`src/rtl/mem_port_arbiter.sv`:
```
`default_nettype none
// ============================================================================
//  Module      : mem_port_arbiter
//  Description : Two-master arbiter for a single-port program memory.
//                m0 = instruction fetch (read only), m1 = loader/debug
//                (read/write, with a bounded burst lock). One access is
//                granted per cycle; read data returns one cycle later and
//                is steered to the master that issued the read.
//  Revision    : 1.0  initial release
// ----------------------------------------------------------------------------
//  Parameters  : ADDR_W    word-address width
//                DATA_W    data width
//                MAX_BURST max consecutive locked m1 grants while m0 waits
//  Ports       : clk, rst            clock, async active-high reset
//                m0_req/addr         fetch request  -> m0_gnt
//                m0_rvalid/rdata     fetch read return
//                m1_req/we/addr/wdata/lock  loader request -> m1_gnt
//                m1_rvalid/rdata     loader read return
//                mem_en/we/addr/wdata, mem_rdata   memory macro side
//                stall_cnt           fetch stall counter
//  Build macro : ARB_STALL_CNT_EN  enables the saturating stall counter;
//                when undefined stall_cnt is tied to zero.
// ============================================================================
module mem_port_arbiter #(
  parameter int ADDR_W    = 12,
  parameter int DATA_W    = 32,
  parameter int MAX_BURST = 8
) (
  input  logic              clk,
  input  logic              rst,
  input  logic              m0_req,
  input  logic [ADDR_W-1:0] m0_addr,
  output logic              m0_gnt,
  output logic              m0_rvalid,
  output logic [DATA_W-1:0] m0_rdata,
  input  logic              m1_req,
  input  logic              m1_we,
  input  logic [ADDR_W-1:0] m1_addr,
  input  logic [DATA_W-1:0] m1_wdata,
  input  logic              m1_lock,
  output logic              m1_gnt,
  output logic              m1_rvalid,
  output logic [DATA_W-1:0] m1_rdata,
  output logic              mem_en,
  output logic              mem_we,
  output logic [ADDR_W-1:0] mem_addr,
  output logic [DATA_W-1:0] mem_wdata,
  input  logic [DATA_W-1:0] mem_rdata,
  output logic [15:0]       stall_cnt
);

  localparam int              BW      = $clog2(MAX_BURST + 1);
  localparam logic [BW-1:0]   C_MAX_B = BW'(MAX_BURST);
  localparam logic [BW-1:0]   C_ONE   = BW'(1);

  logic          last_q, last_d;          // 0 = m0 won last, 1 = m1
  logic [BW-1:0] burst_cnt_q, burst_cnt_d;
  logic          rd_pend_q, rd_pend_d;
  logic          rd_owner_q, rd_owner_d;
  logic          pick_m1;

  // Arbitration and memory strobes. Grants are forced low while rst is
  // high so nothing reaches the memory during reset.
  always_comb begin
    pick_m1   = 1'b0;
    m0_gnt    = 1'b0;
    m1_gnt    = 1'b0;
    mem_en    = 1'b0;
    mem_we    = 1'b0;
    mem_addr  = m0_addr;
    mem_wdata = m1_wdata;

    if (m0_req && m1_req) begin
      // Lock keeps m1 only while it owns the port and has budget left.
      if (last_q && m1_lock && (burst_cnt_q < C_MAX_B))
        pick_m1 = 1'b1;
      else
        pick_m1 = !last_q;
    end else begin
      pick_m1 = m1_req;
    end

    if (!rst) begin
      m1_gnt = m1_req && pick_m1;
      m0_gnt = m0_req && !pick_m1;
    end

    if (m1_gnt) begin
      mem_en   = 1'b1;
      mem_we   = m1_we;
      mem_addr = m1_addr;
    end else if (m0_gnt) begin
      mem_en   = 1'b1;
    end
  end

  // Next-state for winner history, burst budget and read return tag.
  always_comb begin
    last_d      = last_q;
    burst_cnt_d = '0;
    rd_pend_d   = 1'b0;
    rd_owner_d  = rd_owner_q;

    if (m1_gnt)
      last_d = 1'b1;
    else if (m0_gnt)
      last_d = 1'b0;

    // Counter only survives through consecutive locked m1 grants.
    if (m1_gnt && m1_lock)
      burst_cnt_d = (burst_cnt_q == C_MAX_B) ? C_MAX_B : burst_cnt_q + C_ONE;

    if (m0_gnt) begin
      rd_pend_d  = 1'b1;
      rd_owner_d = 1'b0;
    end else if (m1_gnt && !m1_we) begin
      rd_pend_d  = 1'b1;
      rd_owner_d = 1'b1;
    end
  end

  always_ff @(posedge clk or posedge rst) begin
    if (rst) begin
      last_q      <= 1'b1;
      burst_cnt_q <= '0;
      rd_pend_q   <= 1'b0;
      rd_owner_q  <= 1'b0;
    end else begin
      last_q      <= last_d;
      burst_cnt_q <= burst_cnt_d;
      rd_pend_q   <= rd_pend_d;
      rd_owner_q  <= rd_owner_d;
    end
  end

  assign m0_rvalid = rd_pend_q && !rd_owner_q;
  assign m1_rvalid = rd_pend_q &&  rd_owner_q;
  assign m0_rdata  = mem_rdata;
  assign m1_rdata  = mem_rdata;

`ifdef ARB_STALL_CNT_EN
  logic [15:0] stall_cnt_q, stall_cnt_d;

  always_comb begin
    stall_cnt_d = stall_cnt_q;
    if (m0_req && !m0_gnt && (stall_cnt_q != 16'hFFFF))
      stall_cnt_d = stall_cnt_q + 16'd1;
  end

  always_ff @(posedge clk or posedge rst) begin
    if (rst)
      stall_cnt_q <= 16'd0;
    else
      stall_cnt_q <= stall_cnt_d;
  end

  assign stall_cnt = stall_cnt_q;
`else
  assign stall_cnt = 16'd0;
`endif

endmodule
`default_nettype wire

```
`config.mk`:
```
export PLATFORM = sky130hd
export DESIGN_NAME = mem_port_arbiter
export DESIGN_NICKNAME = d
export VERILOG_FILES = /design/src/rtl/mem_port_arbiter.sv
export SDC_FILE = /design/constraint.sdc
export NUM_CORES = 1
export LEC_CHECK = 0
export BUFFER_PORTS_ARGS = -buffer_cell sky130_fd_sc_hd__buf_2
export CORE_AREA = 2 2 87 89
export DETAILED_ROUTE_END_ITERATION = 8
export DIE_AREA = 0 0 89 91
export HOLD_SLACK_MARGIN = 0.02
export PLACE_DENSITY = 0.63
export SLEW_MARGIN = 25
export SYNTH_ARGS = -nofsm -noshare
export SYNTH_HDL_FRONTEND = slang
export SYNTH_SLANG_ARGS = --single-unit
```
`constraint.sdc`:
```
create_clock -name clk -period 2.2 [get_ports clk]
set_clock_uncertainty 0.05 [all_clocks]
set_input_delay 0.44 -clock clk [delete_from_list [all_inputs] [get_ports clk]]
set_output_delay 0.44 -clock clk [all_outputs]
set_load 0.005 [all_outputs]
```
==> summary.txt <==
Global routing
  – GR Overflow Total: 0
  – Initial antenna violation count: 0
  – First-pass GRT wire length: 3.50 mm
  – Tot GR Track Use: 0.0588
  – Largest net degree at the start of global routing: 11
  – Vias in the first global route: between 700 and 800

Synth
  – Gate Count Post-Synth: between 150 and 200
  – Synthesis-stage register bit count: 7
  – Register area share after synthesis: 0.123
  – Synth unique cells: 26
  – Synth Cell Area: 1430 sq um
  – Warnings, synthesis: 0
  – Synth Area per Inst: 8.47 sq um

Cells and area
  – Most frequent cells in the layout: buf_2 (45), conb_1 (16), mux2_4 (7)
  – Post-Layout Inst Area: approximately 1100 sq um
  – Synth-to-layout area growth: -24.9%
  – Antenna Cells: 0
  – Final layout net count: 222
  – Layout cell share with drive strength beyond 1: 0.560
  – Most common cell after layout, fill and taps aside: buf_2

Routing
  – Avg WL per Cell: approximately 12 um
  – Post-DRT Antenna Nets: 0
  – TritonRoute pass-1 iters: 3
  – DR vias/cell: between 3 and 4
  – DRT Wirelength: 2.58 mm
  – Drt drc: 0
  – Via Count: between 700 and 800
  – Drt initial violations: 3

Clock network
  – Clk sinks: 7
  – CTS tree: yes
  – CTS root buf: clkbuf_8
  – Post-CTS Hold Buffers: 0
  – Worst skew pair latency: 220 ps
  – CTS Buf Count: 3
  – CTS clk-pin slew, worst paths: 40 ps
  – Bufs on Longest Clock Path: 2
  – Depth of the CTS H-tree: 1

Die
  – Die Wd: approximately 89 um
  – Die height: ~90 um
  – Initial Util: 0.201
  – Row count: 31
  – Core Footprint: between 7000 and 8000 sq um
  – I/O Pins: 224
  – DIE AREA: about 8000 sq um

Timing
  – Fin worst setup slack: about 48 ps
  – Period minus WS final: 2150 ps
  – Fin. Hold Viols: 0
  – F_max: 0.465 GHz
  – Endpoints failing setup: 0
  – RSZ-0062 raised after global routing: true
  – Fin. max-slew vios: 0
  – Final worst path period share: 0.978

Setup path
  – RR Endpoint: burst_cnt_q[0]
  – R2r setup slk: between 700 and 800 ps
  – Crit end category: primary output
  – Cells on worst reg2reg path: 5
  – RR Startpoint: burst_cnt_q[3]
  – Crit Path Class: reg2out
  – Worst Setup Start Kind: flop
  – CP Max Fanout: 10
  – Worst Path Required: 1710 ps
  – Arrival time at the worst endpoint: 1660 ps

Place
  – PortBufs: 47
  – Placed cell area: 1000 sq um
  – Post-DP HPWL: 2.21 mm
  – Pre-CTS setup slack: around 72 ps
  – Gpl congestion: 0.655

Power
  – Max VDD drop: 0.153 mV
  – Power, Total: 456 uW
  – Static Leakage: around 0.00058 uW
  – Pwr per Cell Area: 424 nW/um^2

Min path
  – Hold Path Class: in2async

Job
  – Max Cap Viol: 0

Status
  – Status: complete, no violations
==> worst max path at each step <==
| stage | from | end | cells after the start |
|---|---|---|---|
| after floorplan | burst_cnt_q[3] | mem_addr[0] | 5 |
| after global placement | m1_lock | mem_addr[1] | 6 |
| after detailed placement | m1_lock | mem_addr[7] | 6 |
| after CTS | burst_cnt_q[3] | mem_addr[7] | 5 |
| after global routing | last_q | mem_addr[5] | 4 |
| final | burst_cnt_q[3] | mem_addr[1] | 5 |
==> metrics by stage <==
stage	setup TNS, ps	utilization	cells	hold slack [ps]
after global routing	-24.7	0.151	224	167
after detailed placement	0	0.140	218	384
after global placement	0	0.140	218	379
final	0	0.151	224	137
after CTS	0	0.147	222	145
after floorplan	0	-	184	193
==> where the power goes <==
part / total (uW) / internal [uW] / switching [uW]
logic: 133 / 76.2 / 56.5
registers: 148 / 139 / 8.81
clock network: 175 / 125 / 50.6
total: 456 / 340 / 116
==> worst max-delay path, stage by stage (launching register included) <==
cell and delay, ps:
dfrtp_1 390, nand2b_4 160, a311o_1 310, buf_12 170, mux2_4 290, buf_2 120
==> final cells by class <==
| class | instances | area (sq um) |
|---|---|---|
| Clock buffer | 4 | 45.0 |
| Timing Repair Buffer | 51 | 290 |
| Fill cell | 831 | 6060 |
| Multi-Input combinational cell | 57 | 417 |
| Tap cell | 99 | 124 |
| Inverter | 6 | 22.5 |
| Sequential cell | 7 | 176 |
==> repair_timing <==
action | CTS | global route
setup buffers | 0 | 2
resized for setup | 0 | 2
cloned | 0 | 0
endpoints found under the setup margin | 12 | 12
pin swaps | 1 | 0
==> metal layers <==
metal  global-route usage  wire (um)  up-vias
met5                    0          0        -
li1                     -          -      316
met2               0.0877       1210       50
met1               0.0472        712      327
met3               0.0200        335       45
met4               0.0908        320        0
==> cells in the mapped netlist, drive strengths merged <==
cell type / number / area (sq um)
o22a: 1 / 8.76
dfstp: 1 / 26.3
a311o: 1 / 10.0
dfrtp: 6 / 150
nand2: 4 / 15.0
nor3: 1 / 5.00
nand2b: 2 / 20.0
nor2: 4 / 15.0
and2: 1 / 6.26
xnor2: 1 / 8.76
inv: 6 / 22.5
a21oi: 3 / 15.0
and3: 2 / 15.0
a311oi: 1 / 8.76
nor3b: 1 / 7.51
nand3: 1 / 5.00
ha: 2 / 25.0
conb: 1 / 3.75
o2111a: 1 / 11.3
mux2: 12 / 161
buf: 114 / 872
nor2b: 3 / 18.8
==> flip-flops by register name, indices dropped and copies added (netlist names) <==
| name | cells |
|---|---|
| burst_cnt_q | 4 |
| rd_owner_q | 1 |
| rd_pend_q | 1 |
| last_q | 1 |
==> cell families (layout without fill, tap and decap cells) <==
kind of cell | after synthesis | count (layout) | synth area share
buf+inv | 120 | 61 | 0.625
other cells | 1 | 16 | 0.00262
xor+xnor | 1 | 1 | 0.00612
simple gates | 19 | 19 | 0.0752
flops | 7 | 7 | 0.123
compound gates | 7 | 7 | 0.0376
mux | 12 | 12 | 0.113
fa+ha+maj | 2 | 2 | 0.0175
Power figures use the tool's default switching activity.
